<file path="src/rtl/trace_pkg.sv">
// Shared types for the retirement trace unit: opcode constants, FSM states, trace record layout
// and the instruction classifier used by the performance counters.
package trace_pkg;

  // Records are sized for RV64; narrower datapaths are zero-extended into them.
  localparam int unsigned TraceXlen = 64;

  localparam logic [6:0] OP_R      = 7'b0110011;
  localparam logic [6:0] OP_IMM    = 7'b0010011;
  localparam logic [6:0] OP_LOAD   = 7'b0000011;
  localparam logic [6:0] OP_STORE  = 7'b0100011;
  localparam logic [6:0] OP_BRANCH = 7'b1100011;

  typedef enum logic [1:0] {
    StIdle,
    StRun,
    StDrain,
    StDone
  } trace_state_e;

  typedef enum logic [1:0] {
    ClsNone,
    ClsAlu,
    ClsMem,
    ClsBranch
  } insn_class_e;

  typedef struct packed {
    logic [TraceXlen-1:0] pc;
    logic [31:0]          insn;
    logic [4:0]           rd;
    logic                 wen;
    logic [TraceXlen-1:0] wdata;
  } trace_rec_t;

  function automatic insn_class_e classify(input logic [6:0] opcode);
    insn_class_e cls;
    case (opcode)
      OP_R, OP_IMM:      cls = ClsAlu;
      OP_LOAD, OP_STORE: cls = ClsMem;
      OP_BRANCH:         cls = ClsBranch;
      default:           cls = ClsNone;
    endcase
    return cls;
  endfunction

endpackage

</file>
<file path="src/rtl/trace_fifo.sv">
// Synchronous FIFO with wrap-bit pointers and a registered head, so the head record and its
// valid flag come straight from flops.
module trace_fifo #(
  parameter int unsigned DEPTH = 16,
  parameter int unsigned WIDTH = 8
) (
  input  logic             clk,
  input  logic             reset,
  input  logic             clear,
  input  logic             push,
  input  logic [WIDTH-1:0] push_data,
  input  logic             pop,
  output logic             full,
  output logic             empty,
  output logic             head_valid,
  output logic [WIDTH-1:0] head_data
);

  localparam int unsigned AW = $clog2(DEPTH);

  logic [AW:0]      wr_ptr_q, wr_ptr_d;
  logic [AW:0]      rd_ptr_q, rd_ptr_d;
  logic [WIDTH-1:0] mem_q [DEPTH];
  logic [WIDTH-1:0] head_q, head_d;
  logic             valid_q, valid_d;
  logic             do_push, do_pop;

  assign empty   = (wr_ptr_q == rd_ptr_q);
  assign full    = (wr_ptr_q[AW] != rd_ptr_q[AW]) && (wr_ptr_q[AW-1:0] == rd_ptr_q[AW-1:0]);
  assign do_pop  = pop && !empty && !clear;
  // A push into a full FIFO only lands when a pop frees the head slot in the same cycle.
  assign do_push = push && (!full || do_pop) && !clear;

  always_comb begin
    wr_ptr_d = wr_ptr_q;
    rd_ptr_d = rd_ptr_q;
    if (do_push) wr_ptr_d = wr_ptr_q + 1'b1;
    if (do_pop)  rd_ptr_d = rd_ptr_q + 1'b1;
    if (clear) begin
      wr_ptr_d = '0;
      rd_ptr_d = '0;
    end
    valid_d = (wr_ptr_d != rd_ptr_d);
    // Preload the slot the next read pointer names, bypassing a write that becomes the head.
    if (clear) begin
      head_d = '0;
    end else if (!valid_d) begin
      head_d = head_q;
    end else if (do_push && (wr_ptr_q[AW-1:0] == rd_ptr_d[AW-1:0])) begin
      head_d = push_data;
    end else begin
      head_d = mem_q[rd_ptr_d[AW-1:0]];
    end
  end

  always_ff @(posedge clk or negedge reset) begin
    if (!reset) begin
      wr_ptr_q <= '0;
      rd_ptr_q <= '0;
      head_q   <= '0;
      valid_q  <= 1'b0;
    end else begin
      wr_ptr_q <= wr_ptr_d;
      rd_ptr_q <= rd_ptr_d;
      head_q   <= head_d;
      valid_q  <= valid_d;
    end
  end

  always_ff @(posedge clk) begin
    if (do_push) mem_q[wr_ptr_q[AW-1:0]] <= push_data;
  end

  assign head_valid = valid_q;
  assign head_data  = head_q;

endmodule

</file>
<file path="src/rtl/retire_trace_unit.sv">
// Retirement monitor: run/drain/done FSM, opcode classifier, saturating performance counters
// and a trace FIFO drained over a valid/ready port.
module retire_trace_unit
  import trace_pkg::*;
#(
  parameter int unsigned XLEN      = 64,
  parameter int unsigned DEPTH     = 16,
  parameter int unsigned CNT_W     = 32,
  parameter logic [31:0] HALT_INSN = 32'h0000_0000
) (
  input  logic             clk,
  input  logic             reset,
  input  logic             clear,
  input  logic             retire_valid,
  input  logic [XLEN-1:0]  retire_pc,
  input  logic [31:0]      retire_insn,
  input  logic [4:0]       retire_rd,
  input  logic             retire_wen,
  input  logic [XLEN-1:0]  retire_wdata,
  output logic             trace_valid,
  input  logic             trace_ready,
  output logic [XLEN-1:0]  trace_pc,
  output logic [31:0]      trace_insn,
  output logic [4:0]       trace_rd,
  output logic             trace_wen,
  output logic [XLEN-1:0]  trace_wdata,
  output logic [CNT_W-1:0] cycle_count,
  output logic [CNT_W-1:0] retire_count,
  output logic [CNT_W-1:0] alu_count,
  output logic [CNT_W-1:0] mem_count,
  output logic [CNT_W-1:0] branch_count,
  output logic [CNT_W-1:0] drop_count,
  output logic             halted
);

  localparam logic [CNT_W-1:0] CntMax = {CNT_W{1'b1}};

  trace_state_e     state_q, state_d;
  logic [CNT_W-1:0] cycle_q, cycle_d;
  logic [CNT_W-1:0] retire_q, retire_d;
  logic [CNT_W-1:0] alu_q, alu_d;
  logic [CNT_W-1:0] mem_q, mem_d;
  logic [CNT_W-1:0] branch_q, branch_d;
  logic [CNT_W-1:0] drop_q, drop_d;
  logic             halted_q, halted_d;

  trace_rec_t  push_rec, head_rec;
  insn_class_e insn_class;
  logic        fifo_push, fifo_pop, fifo_full, fifo_empty, head_valid;
  logic        active, is_halt, accept, drop;

  function automatic logic [CNT_W-1:0] sat_inc(input logic [CNT_W-1:0] v, input logic en);
    return (en && (v != CntMax)) ? v + CNT_W'(1) : v;
  endfunction

  assign is_halt    = (retire_insn == HALT_INSN);
  assign insn_class = classify(retire_insn[6:0]);
  // The first retirement seen in IDLE is handled exactly like one in RUN.
  assign active     = (state_q == StRun) || ((state_q == StIdle) && retire_valid);
  assign accept     = active && retire_valid && !is_halt;
  assign fifo_pop   = head_valid && trace_ready;
  assign fifo_push  = accept && !clear;
  assign drop       = accept && fifo_full && !fifo_pop;

  always_comb begin
    push_rec       = '0;
    push_rec.pc    = TraceXlen'(retire_pc);
    push_rec.insn  = retire_insn;
    push_rec.rd    = retire_rd;
    push_rec.wen   = retire_wen;
    push_rec.wdata = retire_wen ? TraceXlen'(retire_wdata) : '0;
  end

  always_comb begin
    state_d = state_q;
    unique case (state_q)
      StIdle:  if (retire_valid) state_d = is_halt ? StDrain : StRun;
      StRun:   if (retire_valid && is_halt) state_d = StDrain;
      StDrain: if (fifo_empty) state_d = StDone;
      StDone:  state_d = StDone;
    endcase

    cycle_d  = sat_inc(cycle_q, active);
    retire_d = sat_inc(retire_q, accept);
    alu_d    = sat_inc(alu_q, accept && (insn_class == ClsAlu));
    mem_d    = sat_inc(mem_q, accept && (insn_class == ClsMem));
    branch_d = sat_inc(branch_q, accept && (insn_class == ClsBranch));
    drop_d   = sat_inc(drop_q, drop);

    if (clear) begin
      state_d  = StIdle;
      cycle_d  = '0;
      retire_d = '0;
      alu_d    = '0;
      mem_d    = '0;
      branch_d = '0;
      drop_d   = '0;
    end
    halted_d = (state_d == StDone);
  end

  always_ff @(posedge clk or negedge reset) begin
    if (!reset) begin
      state_q  <= StIdle;
      cycle_q  <= '0;
      retire_q <= '0;
      alu_q    <= '0;
      mem_q    <= '0;
      branch_q <= '0;
      drop_q   <= '0;
      halted_q <= 1'b0;
    end else begin
      state_q  <= state_d;
      cycle_q  <= cycle_d;
      retire_q <= retire_d;
      alu_q    <= alu_d;
      mem_q    <= mem_d;
      branch_q <= branch_d;
      drop_q   <= drop_d;
      halted_q <= halted_d;
    end
  end

  trace_fifo #(
    .DEPTH (DEPTH),
    .WIDTH ($bits(trace_rec_t))
  ) u_fifo (
    .clk        (clk),
    .reset      (reset),
    .clear      (clear),
    .push       (fifo_push),
    .push_data  (push_rec),
    .pop        (fifo_pop),
    .full       (fifo_full),
    .empty      (fifo_empty),
    .head_valid (head_valid),
    .head_data  (head_rec)
  );

  assign trace_valid  = head_valid;
  assign trace_pc     = head_rec.pc[XLEN-1:0];
  assign trace_insn   = head_rec.insn;
  assign trace_rd     = head_rec.rd;
  assign trace_wen    = head_rec.wen;
  assign trace_wdata  = head_rec.wdata[XLEN-1:0];
  assign cycle_count  = cycle_q;
  assign retire_count = retire_q;
  assign alu_count    = alu_q;
  assign mem_count    = mem_q;
  assign branch_count = branch_q;
  assign drop_count   = drop_q;
  assign halted       = halted_q;

endmodule

</file>
<file path="config.mk">
export PLATFORM = sky130hd
export DESIGN_NAME = retire_trace_unit
export DESIGN_NICKNAME = d
export VERILOG_FILES = /design/src/rtl/trace_pkg.sv /design/src/rtl/trace_fifo.sv /design/src/rtl/retire_trace_unit.sv
export SDC_FILE = /design/constraint.sdc
export NUM_CORES = 2
export LEC_CHECK = 0
export BUFFER_PORTS_ARGS = -buffer_cell sky130_fd_sc_hd__buf_4
export CAP_MARGIN = 10
export CORE_ASPECT_RATIO = 0.6
export CORE_MARGIN = 2
export CORE_UTILIZATION = 40
export DETAILED_ROUTE_END_ITERATION = 12
export GPL_TIMING_DRIVEN = 0
export MAX_ROUTING_LAYER = met4
export PLACE_DENSITY = 0.7
export SLEW_MARGIN = 20
export SYNTH_ARGS = -nofsm -noshare
export SYNTH_HDL_FRONTEND = slang
export SYNTH_HIERARCHICAL = 1
export SYNTH_SLANG_ARGS = --single-unit
export TNS_END_PERCENT = 1
</file>
<file path="constraint.sdc">
create_clock -name clk -period 14.9 [get_ports clk]
set_clock_uncertainty 0.05 [all_clocks]
set_input_delay 4.47 -clock clk [delete_from_list [all_inputs] [get_ports clk]]
set_output_delay 4.47 -clock clk [all_outputs]
set_load 0.02 [all_outputs]
</file>
Yosys cells after proc, flatten, opt, wreduce, memory -nomap -nowiden
Memories as Yosys holds them, arrays and structs flattened.
Cells that the tools add are included.
{"block": "op_classes", "add_sub_neg": 8, "eq_ne": 23, "n_mux": 29, "reduce_logical": 41}
{"operator": "$mux W166", "n": 3}
{"operator": "$mux W32", "n": 12}
{"operator": "$add A32 B1 Y32 const B", "n": 6}
{"operator": "$ne A32 B32 Y1 const B", "n": 6}
{"operator": "$mux W64", "n": 1}
{"operator": "$logic_not A32 Y1", "n": 1}
{"operator": "$logic_and A1 B1 Y1", "n": 23}
{"operator": "$mux W5", "n": 4}
{"operator": "$eq A7 B6 Y1 const B", "n": 2}
{"operator": "$reduce_bool A2 Y1", "n": 7}
{"operator": "$add A5 B1 Y5 const B", "n": 2}
{"operator": "$eq A2 B2 Y1 const B", "n": 5}
{"operator": "$mux W2", "n": 5}
{"operator": "$eq A4 B4 Y1", "n": 2}
{"operator": "$pmux W2 S4", "n": 1}
{"operator": "$eq A7 B2 Y1 const B", "n": 1}
{"operator": "$eq A7 B5 Y1 const B", "n": 1}
{"operator": "$eq A7 B7 Y1 const B", "n": 1}
{"operator": "$pmux W2 S3", "n": 1}
{"operator": "$eq A5 B5 Y1", "n": 1}
{"operator": "$logic_not A1 Y1", "n": 5}
{"operator": "$ne A5 B5 Y1", "n": 1}
{"operator": "$eq A2 B1 Y1 const B", "n": 2}
{"operator": "$reduce_or A2 Y1", "n": 2}
{"operator": "other kinds (4)", "n": 6}
{"block": "totals", "ff_bits": 372, "ramBits": 2656, "input_bits": 171, "wordCells": 114, "memories": 1}
{"name": "u_fifo.mem_q", "depth": 16, "word_bits": 166, "read_ports": 1, "rd_ports_with_merged_regs": 0, "write_ports": 1, "line_no": "trace_fifo.sv:23", "source": "logic [WIDTH-1:0] mem_q [DEPTH];"}

Longest topological paths before layout
{"block": "depth", "word_depth": 13, "depth_mapped": 16, "depth_no_buf": 13}

Cells and area by module
The synthesis kept the hierarchy.
{"mod": "trace_fifo", "n_inst": 1, "cells_each": 6398, "area_per_inst_um2": 111739.7, "seq_area_each_um2": 84185.7}
{"mod": "retire_trace_unit", "n_inst": 1, "cells_each": 1195, "area_per_inst_um2": 10767.8, "seq_area_each_um2": 4879.7}

Worst setup path after synthesis
OpenSTA, ideal clock, no wires.
{"block": "synth_path", "kind": "input to register", "start": "input retire_insn[11]", "end": "memory u_fifo/mem_q[0][0] in the netlist's numbering, enable pin", "setup_ns": 0.895, "arrival_ns": 17.127, "required_time_ns": 13.955, "slack_ns": -3.172, "stages": 8, "path_cell_list": "nor4_1 -> and4_1 -> a21o_1 -> clkbuf_1 -> nor2_1 -> nor3b_1 -> nand2_1 -> nor3_1"}
{"block": "synth_via", "elab_chain_len": 8}
{"item": "start: declaration", "line_no": "retire_trace_unit.sv:16", "source": "input logic [31:0] retire_insn,"}
{"item": "$logic_not A32 Y1", "line_no": "retire_trace_unit.sv:56", "source": "assign is_halt = (retire_insn == HALT_INSN);"}
{"item": "$logic_not A1 Y1", "line_no": "retire_trace_unit.sv:60", "source": "assign accept = active && retire_valid && !is_halt;"}
{"item": "$logic_and A1 B1 Y1", "line_no": "retire_trace_unit.sv:60"}
{"item": "$logic_and A1 B1 Y1", "line_no": "retire_trace_unit.sv:62", "source": "assign fifo_push = accept && !clear;"}
{"item": "named net fifo_push", "line_no": "retire_trace_unit.sv:49", "source": "logic fifo_push, fifo_pop, fifo_full, fifo_empty, head_valid;"}
{"item": "$logic_and A1 B1 Y1 (2 in series)", "line_no": "trace_fifo.sv:32", "source": "assign do_push = push && (!full || do_pop) && !clear;"}
{"item": "$mux W1", "line_no": "trace_fifo.sv:71", "source": "if (do_push) mem_q[wr_ptr_q[AW-1:0]] <= push_data;"}
{"item": "$mux W1 (implied by the code)", "line_no": "trace_fifo.sv:71"}
{"item": "end: declaration", "line_no": "trace_fifo.sv:23"}
The timed path passes the listed nets, and every way through them passes these cells.

Final worst setup path
{"block": "layout_path", "start": "input retire_insn[13]", "end": "register u_fifo.head_q[159] (netlist: u_fifo/head_data[159])"}
{"block": "layout_via", "elab_chain_len": 10, "elab_cells_between_ends": 14, "classes_between": "1 x eq/ne; 5 x mux; 8 x reduce/logical"}
{"item": "$logic_not A32 Y1", "line_no": "retire_trace_unit.sv:56"}
{"item": "$logic_not A1 Y1", "line_no": "retire_trace_unit.sv:60"}
{"item": "$logic_and A1 B1 Y1", "line_no": "retire_trace_unit.sv:60"}
{"item": "$logic_and A1 B1 Y1", "line_no": "retire_trace_unit.sv:62"}
{"item": "named net fifo_push", "line_no": "retire_trace_unit.sv:49"}
{"item": "$logic_and A1 B1 Y1 (2 in series)", "line_no": "trace_fifo.sv:32"}
{"item": "$mux W5", "line_no": "trace_fifo.sv:37", "source": "if (do_push) wr_ptr_d = wr_ptr_q + 1'b1;"}
{"item": "$mux W5", "line_no": "trace_fifo.sv:39", "source": "if (clear) begin"}
{"item": "$ne A5 B5 Y1", "line_no": "trace_fifo.sv:43", "source": "valid_d = (wr_ptr_d != rd_ptr_d);"}
{"item": "named net u_fifo.valid_d", "line_no": "trace_fifo.sv:25", "source": "logic valid_q, valid_d;"}
{"item": "$reduce_bool A2 Y1 (no line)"}
{"item": "end signal: assignment", "line_no": "trace_fifo.sv:60", "source": "head_q <= '0;"}
{"item": "end signal: assignment", "line_no": "trace_fifo.sv:65", "source": "head_q <= head_d;"}
{"item": "end: declaration", "line_no": "trace_fifo.sv:24", "source": "logic [WIDTH-1:0] head_q, head_d;"}
The timed path passes the listed nets, and every way through them passes these cells. The select of a mux whose other input is x is not followed.
A chain may end at the register's enable or synchronous reset.

==> out/summary.txt <==
status = complete, no violations
number of max-cap violations = 0
HPWL after DPL = 246000 um
leakage = 46.4 nW
minimum clock period = 9.33 ns
Slowest Stage Delay on Critical Path = 0.86 ns
CP Data Arrival Time = 10.08 ns
DRT Pass-1 Iters = 6
routed via count = 74.5k
routability cong. = 0.895
Top FF cell, synth = edfxtp_1
cell taking the most area after synthesis = edfxtp_1
wire length per cell = 27.2 um
worst skew pair latency = 0.87 ns
Post-Syn Area = 123000 um2
Critical Path RT = 15.65 ns
Clock Tree Buf Depth = 4
Ports = 531
Crit-path slowest cell = nor4_1
CP Class = input pin to register
H-tree levels = 5
number of antenna violations at the first check in global routing = 41
register area share after synthesis = 0.727
largest cells by area after synthesis = edfxtp_1 65%, dfrtp_1 7.6%, mux2_2 6.0%
vias in the first global route = 71.7k
cells along the critical path = buf_4, nor4_1, and4_1, a21o_1, clkbuf_1, nor2_1, nor3b_1, o311a_4, xnor2_2, xnor2_1, o2111a_1, o21a_1, inv_2, nor2_1, buf_2, buf_2, a221o_1
Starting Density = 0.402
Remaining Overflow, GRT = 0
Async SR Flop Fraction = 0.123
Yosys warning total = 6
Core ar. = 305000 um2
final setup fails = 0
hold_buf cts = 0
Hold/Removal Path Class = register to register
syn_area_per_cell = 16.1 um2
final period utilization = 0.626
Yosys reg bits = 3028
Cells after Synth = 7593
CP Max Fanout = 20
RSZ-0062 raised after global routing = false
Die Ht = 433 um
CTS tree = yes
fin util = 0.475
syn nets = 7775
Unique masters post-synth = 73
ANT nets after route = 0
TritonCTS Buffers = 291
FP Rows = 157
first-pass GRT wire length = 502000 um
clk root buf = clkbuf_16
Port Buffer Count = 529
number of synthesized flops with an enable pin = 2656
CP endpoint kind = register
Total Wirelength = 352000 um
setup bufs post-CTS = 0
Slew Limit Fails = 0
Sink Count = 3028
Die X = 718 um
PwrDens = 133 nW/um2
Startpoint Class = input pin
vias per cell = 5.76
die area = 311000 um2
layout cells sized above 1 = 0.233
Syn-to-layout area delta = 18.3%
Total Routing Usage GR = 0.225
Hold Slack = 0.467 ns
post-CTS resize count = 0
1st-iter DRT viols = 9276
clock-pin transition on the worst setup and hold timing paths = 0.06 ns
fmax = 0.107 GHz
worst-margin pin slew = 1.04 ns
residual DRC count = 0
largest net degree at the start of global routing = 98
Final Hold Fails = 0
Synth top cells by count = 2656 x edfxtp_1, 738 x nand2_1, 674 x mux2i_1, 662 x o211ai_1, 658 x mux2_2
worst rel slew slack = 0.299
most frequent cell after synthesis = edfxtp_1
area share of the largest cell type after synthesis = 0.651
Final nets = 8799
Peak supply drop = 0.0968 mV
==> metal layers <==
metal  track usage  share of wire  wire, um
met1         0.320           0.43    151000
met2         0.325           0.44    154000
met3        0.0435          0.097     34000
met4        0.0729          0.036     12500
met5             -              0         0
==> critical path: cells and delay by family <==
kind | cells | cell delay (ns)
and+or+nand+nor | 5 | 2.21
xor gates and xnor gates | 2 | 0.39
buffers and inverters | 5 | 1.86
AOI/OAI and AO/OA | 5 | 1.06
==> metrics by stage <==
step           cells  instance area, um2  total power [mW]  setup TNS, ns  worst slack (ns)
3_5_place_dp   12400              135000              12.0              0              4.71
2_1_floorplan   7593              123000              10.8       -1574.70             -3.17
3_3_place_gp   12200              132000              11.9              -            -14.69
6_report       12900              145000              19.2              0              5.57
4_1_cts        12900              145000              19.3              0              5.61
5_1_grt        12900              145000              19.8              0              5.42
==> path summary, 6_finish.rpt <==
path	from	endpoint	slack, ns	depth (start not counted)
worst max-delay path	retire_insn[13]	u_fifo/head_data[159]	5.57	17
worst min-delay path	u_fifo/head_data[110]	u_fifo/head_data[110]	0.47	1
worst max register to register	state_q[1]	u_fifo/mem_q[3][131]	9.08	15
worst min register to register	u_fifo/head_data[110]	u_fifo/head_data[110]	0.47	1
max in group asynchronous	reset	branch_count[16]	9.07	5
min in group asynchronous	reset	u_fifo/head_data[158]	3.50	1
==> power by group <==
part	switching [mW]	internal, mW	total [mW]
logic	1.56	0.703	2.26
registers	0.138	9.39	9.53
clock network	3.20	4.24	7.44
==> kinds of logic (layout without fill, tap and decap cells) <==
| group | after synthesis | in the layout | share of synthesized area |
|---|---|---|---|
| flops | 3028 | 3028 | 0.727 |
| fa+ha+maj | 11 | 11 | 0.00112 |
| buf+inv | 507 | 1756 | 0.0178 |
| other cells | 0 | 25 | 0 |
| compound gates | 1090 | 1090 | 0.0714 |
| simple gates | 1437 | 1437 | 0.0535 |
| xor+xnor | 183 | 183 | 0.0132 |
| mux | 1337 | 1337 | 0.116 |
==> flip-flops by register name, summed over array words and instances, names as in the netlist <==
name / count
state_q: 2
halted: 1
u_fifo/head_data: 166
cycle_count: 32
u_fifo/wr_ptr_q: 5
drop_count: 32
u_fifo/head_valid: 1
mem_count: 32
alu_count: 32
branch_count: 32
u_fifo/mem_q: 2656
u_fifo/rd_ptr_q: 5
retire_count: 32
==> placed cells by master (no fill, tap or decap), drive strengths merged, types with 28 or more instances in the layout <==
| cell | n |
|---|---|
| edfxtp | 2656 |
| buf | 940 |
| nand2 | 738 |
| mux2i | 674 |
| mux2 | 663 |
| o211ai | 662 |
| clkbuf | 647 |
| dfrtp | 372 |
| nor2 | 242 |
| a41oi | 166 |
| a221o | 165 |
| xor2 | 121 |
| nand3 | 99 |
| clkinv | 86 |
| nand4 | 77 |
| and2 | 75 |
| xnor2 | 62 |
| inv | 40 |
| nor3 | 39 |
| and3 | 38 |
| nor4 | 33 |
| a21oi | 28 |
==> final cells by class <==
cell class	instances	area, um2
clock buffers	372	7930
diodes	25	62.6
flip-flops and latches	3028	89100
repair buffers	731	7640
inverters	23	86.3
multi-input cells	4058	31400
plain buffers	484	2130
well taps	4054	5070
fillers	25200	160000
clock inverters	146	1500
(Power assumes the default switching activity.)
